[config.mk]
export PLATFORM = sky130hd
export DESIGN_NAME = mem_arbiter
export DESIGN_NICKNAME = d
export VERILOG_FILES = /design/src/rtl/mem_arbiter.sv
export SDC_FILE = /design/constraint.sdc
export NUM_CORES = 1
export LEC_CHECK = 0
export CAP_MARGIN = 0
export CORE_AREA = 2 2 112 114
export DETAILED_ROUTE_END_ITERATION = 8
export DIE_AREA = 0 0 114 116
export GPL_ROUTABILITY_DRIVEN = 0
export GPL_TIMING_DRIVEN = 0
export HOLD_SLACK_MARGIN = 0.12
export PLACE_DENSITY = 0.69
export SETUP_SLACK_MARGIN = 0.15
export SLEW_MARGIN = 40
export SYNTH_ARGS = -nofsm -noshare
export SYNTH_HDL_FRONTEND = slang
export SYNTH_SLANG_ARGS = --single-unit
[constraint.sdc]
create_clock -name clk -period 2.8 [get_ports clk]
set_input_delay 0.56 -clock clk [delete_from_list [all_inputs] [get_ports clk]]
set_output_delay 0.56 -clock clk [all_outputs]
set_load 0.01 [all_outputs]
[src/rtl/mem_arbiter.sv]
// Two-master arbiter for the RAM8 data port: registered req/gnt ownership, MAX_HOLD-bounded runs, tagged read return.
// Optional build macro ARB_ROUND_ROBIN_EN selects round-robin tie breaking from idle (default: M0 wins ties).
module mem_arbiter #(
  parameter int MAX_HOLD = 8
) (
  input  logic        clk,
  input  logic        reset,
  input  logic        m0_req,
  input  logic        m1_req,
  input  logic        m0_lock,
  input  logic        m1_lock,
  input  logic        m0_we,
  input  logic        m1_we,
  input  logic [31:0] m0_addr,
  input  logic [31:0] m1_addr,
  input  logic [1:0]  m0_mask,
  input  logic [1:0]  m1_mask,
  input  logic        m0_signed_ext,
  input  logic        m1_signed_ext,
  input  logic [31:0] m0_wdata,
  input  logic [31:0] m1_wdata,
  output logic        m0_gnt,
  output logic        m1_gnt,
  output logic        m0_rvalid,
  output logic        m1_rvalid,
  output logic [31:0] rdata,
  output logic        ram_we,
  output logic [31:0] ram_addr,
  output logic [1:0]  ram_mask,
  output logic        ram_signed_ext,
  output logic [31:0] ram_wdata,
  input  logic [31:0] ram_rdata,
  output logic [1:0]  dbg_owner,
  output logic [7:0]  dbg_hold_cnt
);

  localparam logic [1:0] OWN_NONE   = 2'd0;
  localparam logic [1:0] OWN_M0     = 2'd1;
  localparam logic [1:0] OWN_M1     = 2'd2;
  localparam logic [7:0] HOLD_LIMIT = 8'(MAX_HOLD);

  logic [1:0] owner;
  logic [1:0] owner_nxt;
  logic [7:0] hold_cnt;
  logic [7:0] hold_inc;
  logic       acc0;
  logic       acc1;
  logic       rd0;
  logic       rd1;
  logic       tie_m1;

  // Handshake: a master raises req and keeps it high; gnt comes from the owner
  // register, and every cycle with gnt & req high is one access to RAM8.
  assign m0_gnt = (owner == OWN_M0);
  assign m1_gnt = (owner == OWN_M1);
  assign acc0   = m0_gnt & m0_req;
  assign acc1   = m1_gnt & m1_req;
  assign rd0    = acc0 & ~m0_we;
  assign rd1    = acc1 & ~m1_we;

  assign hold_inc = (hold_cnt == 8'hFF) ? hold_cnt : hold_cnt + 8'd1;

  assign dbg_owner    = owner;
  assign dbg_hold_cnt = hold_cnt;

`ifdef ARB_ROUND_ROBIN_EN
  logic last_m1;

  // Most recent owner; starts as M1 so M0 wins the first tie.
  always_ff @(posedge clk or negedge reset) begin
    if (!reset) begin
      last_m1 <= 1'b1;
    end else if (owner_nxt == OWN_M0) begin
      last_m1 <= 1'b0;
    end else if (owner_nxt == OWN_M1) begin
      last_m1 <= 1'b1;
    end
  end

  assign tie_m1 = ~last_m1;
`else
  assign tie_m1 = 1'b0;
`endif

  always_comb begin
    owner_nxt = owner;
    case (owner)
      OWN_NONE: begin
        if (m0_req && m1_req) begin
          owner_nxt = tie_m1 ? OWN_M1 : OWN_M0;
        end else if (m0_req) begin
          owner_nxt = OWN_M0;
        end else if (m1_req) begin
          owner_nxt = OWN_M1;
        end
      end
      OWN_M0: begin
        // With req high while owning, this cycle is an access.
        if (!m0_req) begin
          owner_nxt = m1_req ? OWN_M1 : OWN_NONE;
        end else if ((hold_inc == HOLD_LIMIT) && m1_req && !m0_lock) begin
          owner_nxt = OWN_M1;
        end
      end
      OWN_M1: begin
        if (!m1_req) begin
          owner_nxt = m0_req ? OWN_M0 : OWN_NONE;
        end else if ((hold_inc == HOLD_LIMIT) && m0_req && !m1_lock) begin
          owner_nxt = OWN_M0;
        end
      end
      default: owner_nxt = OWN_NONE;
    endcase
  end

  always_ff @(posedge clk or negedge reset) begin
    if (!reset) begin
      owner    <= OWN_NONE;
      hold_cnt <= 8'd0;
    end else begin
      owner <= owner_nxt;
      if (owner_nxt != owner) begin
        hold_cnt <= 8'd0;
      end else if (acc0 || acc1) begin
        hold_cnt <= hold_inc;
      end
    end
  end

  // Read return: rvalid trails its access by one cycle regardless of ownership changes.
  always_ff @(posedge clk or negedge reset) begin
    if (!reset) begin
      m0_rvalid <= 1'b0;
      m1_rvalid <= 1'b0;
      rdata     <= 32'd0;
    end else begin
      m0_rvalid <= rd0;
      m1_rvalid <= rd1;
      if (rd0 || rd1) begin
        rdata <= ram_rdata;
      end
    end
  end

  // M0 drives the idle bus; writes are only ever issued inside an access cycle.
  always_comb begin
    ram_we         = (acc0 & m0_we) | (acc1 & m1_we);
    ram_addr       = m0_addr;
    ram_mask       = m0_mask;
    ram_signed_ext = m0_signed_ext;
    ram_wdata      = m0_wdata;
    if (acc1) begin
      ram_addr       = m1_addr;
      ram_mask       = m1_mask;
      ram_signed_ext = m1_signed_ext;
      ram_wdata      = m1_wdata;
    end
  end

endmodule
[After elaboration in Yosys (flattened, before gate mapping)]
Index checks and enable logic that the tools add are counted.
Storage, ports and cells
  flip-flop bits (word level): 44
  input port bits: 174
  output and inout bits: 114
  word-level logic and storage cells: 48
Operators by class
  $add $sub $neg: 1
  equality and inequality tests: 5
  mux-type cells: 17
  bitwise logic cells: 9
  reduce and logical (&&, ||, !) cells: 11
Operators with widths (number)
  $mux 32: 2
  $mux 8: 3
  $mux 2: 9
  $add 8x1->8 const B: 1
  $eq 8x4->1 const B: 1
  $eq 8x8->1 const B: 1
  $and 1x1->1: 6
  $pmux 2 s3: 1
  $logic_and 1x1->1: 5
  $eq 2x1->1 const B: 1
  $eq 2x2->1 const B: 1
  $logic_not 1->1: 2
  $logic_not 2->1: 1
  $logic_or 1x1->1: 2
  $mux 1: 2
  $ne 2x2->1: 1
  $not 1->1: 2
  $reduce_bool 2->1: 1
  $or 1x1->1: 1

[Longest topological paths before layout]
Gate-level depths: netlist of run 1.
  depth in word-level cells: 10
  depth in mapped cells: 8

[Worst setup path after synthesis of run 1]
Ideal clock, no wire load.
  path type: input -> output
  start point: in m1_req
  end point: out ram_addr[21]
  data arrival time: 1.610 ns
  data required time: 2.240 ns
  slack: 0.630 ns
  stages: 6
  buffers on the path: 3
  cell sequence: and3b_1 clkbuf_1 clkbuf_1 buf_1 nand2_1 nand2_1
Between the ends
  longest elaborated chain between the ends: 2
Ends and longest elaborated chain
  start, declared: RTL line 9  | input logic m1_req,
  $and 1x1->1: RTL line 57  | assign acc1 = m1_gnt & m1_req;
  $mux 32: RTL line 152  | if (acc1) begin
  end, declared: RTL line 28  | output logic [31:0] ram_addr,
Every way passes these cells.

[Worst setup path in the final report of run 1]
  start point: in m1_req
  end point: out ram_we
Between the ends
  longest elaborated chain between the ends: 3
Ends and longest elaborated chain
  $and 1x1->1: RTL line 57
  $and 1x1->1: RTL line 147  | ram_we = (acc0 & m0_we) | (acc1 & m1_we);
  $or 1x1->1: RTL line 147
  end, declared: RTL line 27  | output logic ram_we,
Every way passes these cells.

==> results of run 1 <==
## cell families (layout without fill, tap and decap cells)
group,after synthesis,in the layout,share of synthesized area [%]
multiplexers,43,43,16.31
buffers and inverters,23,321,3.363
other,0,1,0
adder cells (fa/ha/maj),1,1,0.4203
AND/OR/NAND/NOR,253,253,35.02
flip-flops,44,44,36.99
AO/OA/AOI/OAI,28,28,6.726
XOR/XNOR,4,4,1.177
## worst paths after layout
kind	from	to	slack, ns	cells past startpoint
min	reset	rdata[14]$_DFFE_PN0P_	0.25	1
min reg2reg	rdata[21]$_DFFE_PN0P_	rdata[21]$_DFFE_PN0P_	0.50	1
max	m1_req	ram_we	0.21	6
max reg2reg	dbg_hold_cnt[1]$_DFFE_PN0P_	dbg_hold_cnt[7]$_DFFE_PN0P_	0.45	8
min in group clk	rdata[21]$_DFFE_PN0P_	rdata[21]$_DFFE_PN0P_	0.50	1
max in group asynchronous	reset	dbg_owner[0]$_DFF_PN0_	2.15	1
## report_power, final
part / internal, uW / switching [uW]
combinational: 790 / 478
sequential: 795 / 81.1
clock: 355 / 228
## worst reg2reg max path, cell delays in order (launching register included)
cell and delay, ns:
dfrtp_1 0.50, ha_1 0.29, and2_4 0.18, and3_4 0.22
mux2i_4 0.27, nand3_2 0.10, o311ai_2 0.30, buf_6 0.21
mux2i_1 0.20
## repair_timing
item / 4_1_cts / 5_1_grt
setup endpoints to repair: 68 / 39
buffers inserted: 3 / 0
pin swaps: 1 / 0
resized for setup: 59 / 31
## final cells by class
type | instances | area share (%)
Timing Repair Buffer | 290 | 46.09
Clock inverter | 1 | 0.1186
Inverter | 1 | 0.05929
Sequential cell | 44 | 17.41
Clock buffer | 7 | 2.253
Buffer | 22 | 2.984
Antenna cell | 1 | 0.03953
Multi-Input combinational cell | 329 | 28.14
Tap cell | 147 | 2.905
## metal layers
layer / vias to the layer above / track usage [%] / part of all wire, % / routed length [um]
met1: 1752 / 22.29 / 39 / 5370
met4: 0 / 7.154 / 2.7 / 372
met5: - / 0 / 0 / 0
li1: 1881 / - / - / -
met3: 25 / 5.439 / 9.2 / 1266
met2: 176 / 33.53 / 49 / 6782
## cells in the mapped netlist
master	n	area share (%)
and3_1	1	0.21
nand3_1	6	1.0
a21oi_1	2	0.34
a21boi_1	1	0.25
o21ai_2	2	0.59
inv_1	1	0.13
o22ai_1	2	0.42
and2_4	2	0.59
or2b_2	1	0.29
xnor2_1	3	0.88
nand2b_1	2	0.42
a31oi_1	2	0.42
a211oi_1	1	0.25
dfrtp_1	44	37
a41o_2	1	0.38
buf_2	5	0.84
nor2b_1	3	0.63
a22o_1	1	0.29
mux2_2	34	13
xor2_1	1	0.29
o21a_1	2	0.50
mux2i_1	8	2.7
mux2i_4	1	0.76
nand3_2	1	0.34
and3b_1	2	0.59
a41oi_1	2	0.59
nand4_1	3	0.63
or3_1	1	0.21
buf_6	1	0.38
and2_1	1	0.21
a2111oi_0	1	0.29
nor2_1	7	0.88
o32a_1	1	0.34
nand3b_1	4	1.0
nand2_1	217	27
clkbuf_1	13	1.6
ha_1	1	0.42
o311ai_2	1	0.55
and3_2	1	0.25
o21ai_0	9	1.5
and3_4	1	0.38
buf_1	3	0.38
## metrics by stage
step	setup slack, ns	cell area (um2)	hold WS, ns	utilization, %	total power, uW
5_1_grt	0.1269	6329	0.3020	53.13	2877
3_5_place_dp	-1.053	6031	0.4922	50.63	2165
6_report	0.2129	6331	0.2515	53.15	2728
2_1_floorplan	0.6300	2977	0.2644	-	1321
3_3_place_gp	-1.055	6033	0.4864	50.65	2146
4_1_cts	0.09592	6265	0.2821	52.59	2766
## cell usage in the layout (no fill, tap or decap), types with 2 or more instances in the layout
master and count:
clkdlybuf4s50_1 244, nand2_1 217, dfrtp_1 43, mux2_2 34, dlygate4sd2_1 22, dlymetal6s2s_1 19
buf_4 10, o21ai_0 9, mux2i_1 8, nor2_1 7, nand3_1 6, clkbuf_16 6
buf_2 5, nand3b_1 4, clkbuf_4 4, clkbuf_8 4, nor2b_1 3, nand4_1 3
xnor2_1 3, and2_4 2, a41oi_1 2, o21ai_2 2, a21oi_1 2, o22ai_1 2
nand2b_1 2, o21a_1 2, buf_6 2, a31oi_1 2
## flip-flops by register name, summed over array words and instances, names as in the netlist
register / flops
m1_rvalid: 1
dbg_owner: 2
rdata: 32
dbg_hold_cnt: 8
m0_rvalid: 1
==> flow_summary.json, run 1 <==
{
  "crit_family": "buffers and inverters",
  "slowest_stage": "clkdlybuf4s50_1",
  "first_pass_iters": 6,
  "worst_slew_pin_slew_ns": 0.6013,
  "setup_tns_ns": 0,
  "fin_cells": 842,
  "numPortBuffers": 287,
  "drv_cap": 0,
  "fmax_mhz": 386.5,
  "crit_path_cell_trace": "clkdlybuf4s15_2 -> and3b_1 -> clkbuf_8 -> clkbuf_16 -> a22o_1 -> clkdlybuf4s50_1",
  "relSlewSlack_pct": 58.88,
  "drt_iter0_drc": 158,
  "period_minus_slack_ns": 2.587,
  "grt_max_degree": 45,
  "row_count": 40,
  "setup_viol": 0,
  "hold_viol_final": 0,
  "die_w_um": 114,
  "drive_above_1_share_pct": 11.67,
  "core_um2": 11910,
  "cts_hold_buffers": 0,
  "pin_count": 288,
  "fin_skew_ns": 0.002070,
  "worst_ep_required_time_ns": 2.24,
  "drc": 0,
  "clkTransAtPathRegs_ns": 0.06,
  "netlist-cell-type-count": 42,
  "syn_nets": 571,
  "path_buf_inv": 4,
  "wire_per_inst_um": 16.38,
  "power_density_nw_per_um2": 430.8,
  "startpoint_type": "input pin",
  "syn_area_per_cell_um2": 7.517,
  "multi_input_area_um2": 1782,
  "num_vias": 3834,
  "cts_tree": "done",
  "overflow": 0,
  "synth-seq-cells": 44,
  "hold_class": "in -> async",
  "syn_area_um2": 2977,
  "vias_per_cell": 4.553,
  "fillCellCount": 1122,
  "syn-instance-count": 396,
  "clkSinkCount": 44,
  "dieArea_um2": 13220,
  "grtUsageTotal_pct": 19.13,
  "ys_warn_count": 0,
  "start_util_pct": 24.99,
  "fp.dieH_um": 116,
  "ir_worst_vdd_uv": 503.3,
  "syn_to_final_growth_pct": 112.7,
  "slew_viol_final": 0,
  "outcome": "finished clean",
  "clock_latency_ns": 0.28,
  "critPathCaptureType": "output pin",
  "ys_seq_area_share_pct": 36.99,
  "postRouteAntennaNets": 0,
  "max_stage_delay_ns": 0.50,
  "finalNetCount": 868,
  "min_period_over_period_pct": 92.40,
  "cts_buffer_depth": 2,
  "grt_pass1_wl_mm": 19.86,
  "p_leak_uw": 0.002997,
  "seq_area_um2": 1102,
  "placedCellCount": 830,
  "grt_antenna_before_repair": 1,
  "rsz0062_at_grt": "yes",
  "path_max_fanout": 10,
  "hpwl_mm": 11.23,
  "cts_made_buffers": 5,
  "worstPathArrival_ns": 2.03,
  "crit_type": "in -> out",
  "htreeDepth": 2,
  "grt_pass1_vias": 3834,
  "clockRootBuffer": "clkbuf_16",
  "wl_mm": 13.79
}
(Power assumes the default switching activity.)
==> run 2: changes to the inputs <==
--- a/config.mk
+++ b/config.mk
@@ -12,6 +12,7 @@
 export GPL_ROUTABILITY_DRIVEN = 0
 export GPL_TIMING_DRIVEN = 0
 export HOLD_SLACK_MARGIN = 0.12
+export MAX_ROUTING_LAYER = met4
 export PLACE_DENSITY = 0.69
 export SETUP_SLACK_MARGIN = 0.15
 export SLEW_MARGIN = 40
==> flow_summary.json, run 2 (same netlist as run 1, synthesis figures left out) <==
{
  "hold_class": "in -> async",
  "cts_tree": "done",
  "critPathCaptureType": "output pin",
  "num_vias": 3837,
  "start_util_pct": 24.99,
  "die_w_um": 114,
  "ir_worst_vdd_uv": 502.8,
  "wl_met2_mm": 6.743,
  "worst_slack_ns": 0.2100,
  "setup_viol": 0,
  "power_density_nw_per_um2": 432.3,
  "numPortBuffers": 287,
  "clockRootBuffer": "clkbuf_16",
  "dr.max_layer_used": "met4",
  "grtUsageTotal_pct": 19.75,
  "syn_to_final_growth_pct": 112.4,
  "drt_iter0_drc": 183,
  "grt_pass1_wl_mm": 19.84,
  "startpoint_type": "input pin",
  "dpl_cell_area_um2": 6031,
  "fin_skew_ns": 0.002498,
  "worstPathArrival_ns": 2.03,
  "final_cell_mix": "clkdlybuf4s50_1 (249), nand2_1 (217), dfrtp_1 (43)",
  "wl_met1_mm": 5.675,
  "relSlewSlack_pct": 58.73,
  "overflow": 0,
  "min_period_over_period_pct": 92.50,
  "rsz0062_at_grt": "yes",
  "p_sw_share_pct": 28.93,
  "finish.instance_area_um2": 6322,
  "wl_mm": 13.84,
  "hold_viol_final": 0,
  "grt_pass1_vias": 3837,
  "row_count": 40,
  "combPwrFrac_pct": 46.6,
  "drc": 0,
  "cts_made_buffers": 5,
  "outcome": "finished clean",
  "fp.dieH_um": 116,
  "finalNetCount": 868,
  "slew_viol_final": 0,
  "placedCellCount": 830,
  "cts_buffer_depth": 2,
  "clkTransAtPathRegs_ns": 0.06,
  "drive_above_1_share_pct": 11.67,
  "clock_latency_ns": 0.28,
  "fin_cells": 842,
  "postRouteAntennaNets": 0,
  "regMostFlops": "rdata",
  "clock_power_share_pct": 21.4,
  "path_max_fanout": 10,
  "grt_antenna_before_repair": 1,
  "fmax_mhz": 386.1,
  "p_seq_share_pct": 32.1,
  "largest_reg_flops": 32,
  "htreeDepth": 2,
  "grt_max_degree": 45,
  "first_pass_iters": 7,
  "core_um2": 11910,
  "final_common_cell": "clkdlybuf4s50_1",
  "crit_type": "in -> out",
  "dp_slack_ns": -1.053,
  "worst_ep_required_time_ns": 2.24,
  "drv_cap": 0,
  "worst_slew_pin_slew_ns": 0.6034,
  "wire_per_inst_um": 16.44,
  "switchingPower_uw": 790.8,
  "vias_per_cell": 4.557,
  "clkSinkCount": 44,
  "dr_wl_met3_mm": 1.031,
  "dieArea_um2": 13220,
  "worst_hold_slack_ns": 0.2570,
  "intPower_uw": 1942,
  "cts_hold_buffers": 0,
  "p_leak_uw": 0.002952,
  "pin_count": 288,
  "hpwl_mm": 11.23,
  "period_minus_slack_ns": 2.590
}
==> run 2: changes by cell type in the layout (fill, tap and decap cells not counted) <==
cell             previous run  this run
clkdlybuf4s50_1           244       249
dlymetal6s2s_1             19        14
clkbuf_4                    4         3
buf_6                       2         3
==> run 2: layout make-up <==
class,count,area [um2]
clock buffers,7,142.6
plain buffers,22,192.7
repair buffers,290,2905
clock inverters,1,7.507
inverters,1,3.754
fillers,1123,5589
flip-flops and latches,44,1102
multi-input cells,329,1782
well taps,147,183.9
diodes,1,2.502
==> run 2: routing by layer <==
metal | vias to the layer above | GRT usage [%]
li1 | 1882 | -
met1 | 1746 | 23.35
met2 | 182 | 33.49
met3 | 27 | 3.923
met4 | 0 | 7.154
met5 | - | -
==> run 2: path summary, 6_finish.rpt <==
| path | slack [ns] | endpoint | from | cells after the start |
|---|---|---|---|---|
| worst max-delay path | 0.21 | ram_we | m1_req | 6 |
| worst min-delay path | 0.26 | rdata[14]$_DFFE_PN0P_ | reset | 1 |
| worst max register to register | 0.44 | dbg_hold_cnt[7]$_DFFE_PN0P_ | dbg_hold_cnt[1]$_DFFE_PN0P_ | 8 |
| worst min register to register | 0.50 | rdata[21]$_DFFE_PN0P_ | rdata[21]$_DFFE_PN0P_ | 1 |
| max in group asynchronous | 2.15 | dbg_owner[0]$_DFF_PN0_ | reset | 1 |
| min in group clk | 0.50 | rdata[21]$_DFFE_PN0P_ | rdata[21]$_DFFE_PN0P_ | 1 |
==> run 2: critical path, cell delays in order <==
cell	delay, ns
clkdlybuf4s15_2	0.23
and3b_1	0.19
clkbuf_8	0.16
clkbuf_16	0.16
a22o_1	0.22
clkdlybuf4s50_1	0.50
==> run 2: power by group through the flow <==
stage               combinational [uW]  sequential (uW)  clock (uW)
floorplan                          363              959           0
global placement                  1270              880           0
detailed placement                1280              890           0
CTS                               1290              879         600
global route                      1360              898         625
finish                            1270              876         584
==> run 2: metrics by stage <==
| stage | util [%] | setup TNS [ns] | power, uW |
|---|---|---|---|
| 6_report | 53.08 | 0 | 2733 |
| 5_1_grt | 53.08 | 0 | 2880 |
| 4_1_cts | 52.59 | 0 | 2766 |
| 3_5_place_dp | 50.63 | -50.55 | 2165 |
| 3_3_place_gp | 50.65 | -49.98 | 2146 |
| 2_1_floorplan | - | 0 | 1321 |
==> run 2: what timing repair did <==
action | 4_1_cts | 5_1_grt
setup buffers | 3 | 0
setup endpoints to repair | 68 | 39
pin swaps | 1 | 0
gates resized for setup | 59 | 28
